===== src/rtl/gate_arbiter_pkg.sv =====
// Shared opcode constants and FSM encoding for the gate arbiter.
// GATE_ARBITER_XOR_EN enables the XOR opcode in gate_unit.
package gate_arbiter_pkg;

  typedef enum logic [1:0] {
    ST_IDLE = 2'd0,
    ST_EXEC = 2'd1,
    ST_RESP = 2'd2
  } state_t;

  localparam logic [1:0] OP_AND  = 2'b00;
  localparam logic [1:0] OP_OR   = 2'b01;
  localparam logic [1:0] OP_XOR  = 2'b10;
  localparam logic [1:0] OP_RSVD = 2'b11;

  localparam int ID_W  = 3;
  localparam int CNT_W = 16;

endpackage


===== src/rtl/gate_arbiter_gate_unit.sv =====
// Combinational bitwise datapath: AND / OR / XOR of two operands.
// XOR is produced only when GATE_ARBITER_XOR_EN is defined; otherwise opcode 10 yields 0.
module gate_unit
  import gate_arbiter_pkg::*;
#(
  parameter int WIDTH = 8
) (
  input  logic [1:0]       op,
  input  logic [WIDTH-1:0] a,
  input  logic [WIDTH-1:0] b,
  output logic [WIDTH-1:0] y
);

  always_comb begin
    y = '0;
    case (op)
      OP_AND: y = a & b;
      OP_OR:  y = a | b;
`ifdef GATE_ARBITER_XOR_EN
      OP_XOR: y = a ^ b;
`else
      OP_XOR: y = '0;
`endif
      default: y = '0;
    endcase
  end

endmodule


===== src/rtl/gate_arbiter.sv =====
// Round-robin arbiter feeding a single bitwise gate unit, one transaction in flight.
// Build option: GATE_ARBITER_XOR_EN enables the XOR opcode.
module gate_arbiter
  import gate_arbiter_pkg::*;
#(
  parameter int NUM_REQ = 4,
  parameter int WIDTH   = 8
) (
  input  logic                     clk,
  input  logic                     rst,
  input  logic [NUM_REQ-1:0]       req_valid,
  output logic [NUM_REQ-1:0]       req_ready,
  input  logic [2*NUM_REQ-1:0]     req_op,
  input  logic [WIDTH*NUM_REQ-1:0] req_a,
  input  logic [WIDTH*NUM_REQ-1:0] req_b,
  output logic                     rsp_valid,
  input  logic                     rsp_ready,
  output logic [ID_W-1:0]          rsp_id,
  output logic [WIDTH-1:0]         rsp_data,
  output logic                     busy,
  output logic [CNT_W-1:0]         op_count,
  output state_t                   state_dbg
);

  // Handshakes: a transfer happens on the rising edge where valid and ready are both
  // high; ready never depends on the same-cycle ready of the other side.
  state_t            state_q, state_d;
  logic [ID_W-1:0]   rr_ptr_q, grant_id, hi_id, lo_id, id_q, rsp_id_q;
  logic              hi_any, lo_any, accept, rsp_fire;
  logic [1:0]        sel_op, op_q;
  logic [WIDTH-1:0]  sel_a, sel_b, a_q, b_q, gate_y, rsp_data_q;
  logic [CNT_W-1:0]  op_count_q;

  // Lowest valid index at/above the pointer wins; otherwise wrap to the lowest valid.
  always_comb begin
    hi_any = 1'b0;
    hi_id  = '0;
    lo_any = 1'b0;
    lo_id  = '0;
    for (int i = NUM_REQ - 1; i >= 0; i--) begin
      if (req_valid[i]) begin
        lo_any = 1'b1;
        lo_id  = ID_W'(i);
        if (ID_W'(i) >= rr_ptr_q) begin
          hi_any = 1'b1;
          hi_id  = ID_W'(i);
        end
      end
    end
    grant_id = hi_any ? hi_id : lo_id;
  end

  always_comb begin
    sel_op = '0;
    sel_a  = '0;
    sel_b  = '0;
    for (int i = 0; i < NUM_REQ; i++) begin
      if (grant_id == ID_W'(i)) begin
        sel_op = req_op[i*2 +: 2];
        sel_a  = req_a[i*WIDTH +: WIDTH];
        sel_b  = req_b[i*WIDTH +: WIDTH];
      end
    end
  end

  gate_unit #(.WIDTH(WIDTH)) u_gate (
    .op (op_q),
    .a  (a_q),
    .b  (b_q),
    .y  (gate_y)
  );

  always_ff @(posedge clk) begin
    if (rst) state_q <= ST_IDLE;
    else     state_q <= state_d;
  end

  always_comb begin
    state_d = state_q;
    case (state_q)
      ST_IDLE: if (accept) state_d = ST_EXEC;
      ST_EXEC: state_d = ST_RESP;
      ST_RESP: if (rsp_ready) state_d = ST_IDLE;
      default: state_d = ST_IDLE;
    endcase
  end

  always_comb begin
    accept    = (state_q == ST_IDLE) && lo_any && !rst;
    rsp_valid = (state_q == ST_RESP);
    rsp_fire  = rsp_valid && rsp_ready;
    busy      = (state_q != ST_IDLE);
    req_ready = '0;
    for (int i = 0; i < NUM_REQ; i++) begin
      req_ready[i] = accept && (grant_id == ID_W'(i));
    end
  end

  // Operands are captured at accept so later input changes cannot disturb the transaction.
  always_ff @(posedge clk) begin
    if (rst) begin
      op_q       <= '0;
      a_q        <= '0;
      b_q        <= '0;
      id_q       <= '0;
      rsp_data_q <= '0;
      rsp_id_q   <= '0;
      rr_ptr_q   <= '0;
      op_count_q <= '0;
    end else begin
      if (accept) begin
        op_q <= sel_op;
        a_q  <= sel_a;
        b_q  <= sel_b;
        id_q <= grant_id;
      end
      if (state_q == ST_EXEC) begin
        rsp_data_q <= gate_y;
        rsp_id_q   <= id_q;
      end
      if (rsp_fire) begin
        rr_ptr_q   <= (rsp_id_q == ID_W'(NUM_REQ - 1)) ? '0 : rsp_id_q + ID_W'(1);
        op_count_q <= op_count_q + CNT_W'(1);
      end
    end
  end

  assign rsp_data  = rsp_data_q;
  assign rsp_id    = rsp_id_q;
  assign op_count  = op_count_q;
  assign state_dbg = state_q;

endmodule


===== config.mk =====
export PLATFORM = sky130hd
export DESIGN_NAME = gate_arbiter
export DESIGN_NICKNAME = d
export VERILOG_FILES = /design/src/rtl/gate_arbiter_pkg.sv /design/src/rtl/gate_arbiter_gate_unit.sv /design/src/rtl/gate_arbiter.sv
export SDC_FILE = /design/constraint.sdc
export NUM_CORES = 1
export LEC_CHECK = 0
export CORE_MARGIN = 2
export CORE_UTILIZATION = 25
export DETAILED_ROUTE_END_ITERATION = 10
export DONT_BUFFER_PORTS = 1
export SLEW_MARGIN = 20
export SYNTH_ARGS = -nofsm -noshare
export SYNTH_HDL_FRONTEND = slang
export SYNTH_SLANG_ARGS = --single-unit
export TNS_END_PERCENT = 1

===== constraint.sdc =====
create_clock -name clk -period 4.4 [get_ports clk]
set_clock_uncertainty 0.15 [all_clocks]
set_input_delay 0.22 -clock clk [delete_from_list [all_inputs] [get_ports clk]]
set_output_delay 0.22 -clock clk [all_outputs]
set_load 0.01 [all_outputs]

==> impl_metrics.py <==
metrics = {
    "detailed_routing": {
        "dr.pass1.iters": 4,
        "vias": 2318,
        "wirelength_met1_mm": 3.229,
        "met3_length_um": 547,
        "wl_met2_mm": 3.744,
        "drc_errors": 0,
        "wirelength_mm": 7.562,
        "vias_per_cell": 5.268,
        "drtIter0Drc": 121,
        "drtAntennaViolNets": 0,
        "routed.top_layer": "met4",
        "wire_per_inst_um": 17.19,
    },
    "power_and_ir_drop": {
        "switching_share": 0.2605,
        "vdd_drop_max_uv": 129.8,
        "seqPwrFrac": 0.467,
        "combPwrFrac": 0.161,
        "pwr-share-clk": 0.372,
        "powerDensity_nw_per_um2": 358.1,
        "p_leak_nw": 1.076,
        "p_int_w": 0.0008060,
        "p_sw_w": 0.0002840,
    },
    "critical_path": {
        "required_ps": 4500,
        "crit_chain": "or2_1 > a21o_1 > nor3b_2 > a22oi_1 > o22ai_1 > dlygate4sd3_1",
        "critPathTopFamily": "simple AND/OR/NAND/NOR gates",
        "cp_max_fo": 25,
        "critPathBufInv": 1,
        "worstPathArrival_ps": 3180,
        "rr_startpoint": "state_dbg[0]",
        "crit_path_start_kind": "flip-flop",
        "worstSetupPathType": "flip-flop to flip-flop",
        "crit_path_max_incr_delay_ps": 760,
        "cpMaxStageDelayCell": "nor3b_2",
        "end_kind": "flip-flop",
        "crit_start": "state_dbg[0]",
    },
    "timing": {
        "hold_viol": 0,
        "drv_slew": 0,
        "worst_pin_slew_ps": 968.3,
        "fin_tns_setup_ps": 0,
        "holdWs_ps": 0.6385,
        "rsz0062_at_grt": "no",
        "setup_violations": 0,
        "period_share": 0.6999,
        "fmax_mhz": 324.7,
        "slew_headroom": 0.3544,
        "fin_ws_ps": 1321,
        "min_period_ps": 3079,
    },
    "global_routing": {
        "grt_max_degree": 49,
        "grt-ovfl-total": 0,
        "antenna_found_initial": 0,
        "grt_pass1_vias": 2247,
        "track_usage": 0.1324,
        "grt_first_pass_wirelength_mm": 11.76,
    },
    "clock_tree": {
        "insertion_delay_ps": 300,
        "cts_buffers": 5,
        "cts_setup_buffers": 0,
        "cts-root-buf": "clkbuf_8",
        "cts_sinks": 50,
        "cts.path.max_buffers": 2,
        "cts_tree": "built",
        "clk_pin_slew_ps": 100,
        "htreeDepth": 2,
    },
    "cells_and_area": {
        "area_growth_pct": 17.71,
        "diodes": 0,
        "drive_gt1_frac": 0.06250,
        "nNetsFinal": 384,
        "final_core_util": 0.2989,
    },
    "synth": {
        "synth.distinct_cells": 48,
        "synthCells": 292,
        "syn_nets": 373,
        "yosys_warnings": 0,
        "avgSynthCellArea_um2": 8.857,
        "synth_top_area_share": 0.3870,
        "ys_seq_area_frac": 0.3870,
        "ys_async_sr_fraction": 0,
        "syn_area_um2": 2586,
        "synth_area_leader_cell": "dfxtp_1",
        "synth_area_leaders": "dfxtp_1 39%, o221ai_1 6.1%, a22oi_1 5.2%",
        "yosys_most_used_dff": "dfxtp_1",
        "synth-edff-count": 0,
        "ys_ff_latch": 50,
    },
    "place": {
        "hpwlAfterDp_mm": 5.409,
        "io_buffers": 0,
        "dp_slack_ps": 1913,
        "gp_congestion": 0.7646,
    },
    "die": {
        "core.rowCount": 37,
        "die_area_um2": 11170,
        "die_x_um": 105.7,
        "core-area_um2": 10180,
        "die_h_um": 105.7,
        "ios": 114,
        "start_util": 0.2539,
    },
    "min_path": {
        "hold_path_class": "primary input to flip-flop",
        "worst_hold_startpoint": "req_a[28]",
    },
    "run": {
        "maxCapViolCount": 0,
    },
    "status": {
        "status": "complete, no violations",
    },
}
==> cells in the mapped netlist, types with 3 or more instances <==
library cell	n
dfxtp_1	50
nor2_1	31
a21oi_1	19
a22oi_1	18
o221ai_1	18
mux2i_1	13
nand2_1	12
o22ai_1	11
nand3b_1	10
clkbuf_1	9
nor3_1	9
o21ai_0	9
maj3_1	8
xnor2_1	8
nand3_1	6
buf_2	5
nand2b_1	5
xor2_1	5
and4_1	4
o21a_1	4
buf_6	3
inv_1	3
or3_1	3
==> routing by layer <==
layer | up-vias | global-route usage
li1 | 1110 | -
met1 | 1111 | 0.1653
met5 | - | 0
met2 | 92 | 0.2309
met3 | 5 | 0.03587
met4 | 0 | 0.02256
==> power groups by stage <==
| stage | clock [W] | sequential, W | combinational (W) |
|---|---|---|---|
| CTS | 0.000420 | 0.000510 | 0.000176 |
| global placement | 0 | 0.000519 | 0.000138 |
| detailed placement | 0 | 0.000520 | 0.000142 |
| finish | 0.000405 | 0.000509 | 0.000176 |
| floorplan | 0 | 0.000508 | 0.000128 |
| global route | 0.000435 | 0.000514 | 0.000193 |
==> path summary, 6_finish.rpt <==
path / end / slack [ps] / cells past startpoint
setup reg to reg: b_q[2] / 1320 / 6
hold reg to reg: rsp_id[1] / 360 / 2
hold / removal: a_q[4] / 0.6 / 2
setup / recovery: b_q[2] / 1320 / 6
==> cell families after synthesis <==
group / after synthesis / share of synthesized area
and+or+nand+nor: 94 / 0.1969
buffers and inverters: 24 / 0.04789
xor gates and xnor gates: 13 / 0.04403
muxes: 14 / 0.05467
AOI/OAI and AO/OA: 86 / 0.2274
DFF: 50 / 0.3870
other: 1 / 0.001450
adders and majority gates: 10 / 0.04064
==> layout by cell type (no fill, tap or decap), drive strengths merged, types with 5 or more instances in the layout <==
| master | count |
|---|---|
| mux2i | 13 |
| a22oi | 18 |
| nor2 | 31 |
| o21ai | 9 |
| dfxtp | 50 |
| nand3b | 10 |
| o221ai | 18 |
| a21oi | 20 |
| clkbuf | 6 |
| maj3 | 8 |
| nand3 | 6 |
| nand2 | 12 |
| nand2b | 5 |
| nor3 | 9 |
| o22ai | 11 |
| xnor2 | 8 |
| xor2 | 5 |
| dlygate4sd3 | 22 |
==> stage by stage <==
step           power [W]  std cells  area (um2)
5_1_grt         0.001143        440        3044
6_report        0.001090        440        3044
3_5_place_dp   0.0006620        409        2655
4_1_cts         0.001105        440        3038
3_3_place_gp   0.0006580        409        2655
2_1_floorplan  0.0006364        292        2586
==> what timing repair did <==
action                    CTS  global route
hold buffers               23             0
hold endpoints to repair   48             0
gates resized for setup     0             0
==> worst reg2reg max path, stage by stage (launching register included) <==
cell	delay, ps
dfxtp_1	390
or2_1	300
a21o_1	490
nor3b_2	770
a22oi_1	160
o22ai_1	190
dlygate4sd3_1	570
==> final cells by class <==
| class | instances | area [um2] |
|---|---|---|
| Inverter | 4 | 15.01 |
| Fill cell | 1074 | 7141 |
| Tap cell | 136 | 170.2 |
| Timing Repair Buffer | 24 | 247.7 |
| Clock inverter | 2 | 60.06 |
| Multi-Input combinational cell | 218 | 1468 |
| Clock buffer | 6 | 82.58 |
| Sequential cell | 50 | 1001 |
==> state kept, by name (all words and copies together) (netlist names) <==
signal,flops
id_q,2
a_q,8
op_count,16
state_dbg,2
rsp_data,8
rsp_id,2
op_q,2
b_q,8
rr_ptr_q,2
Note: power is estimated with default switching activity, not from simulation.
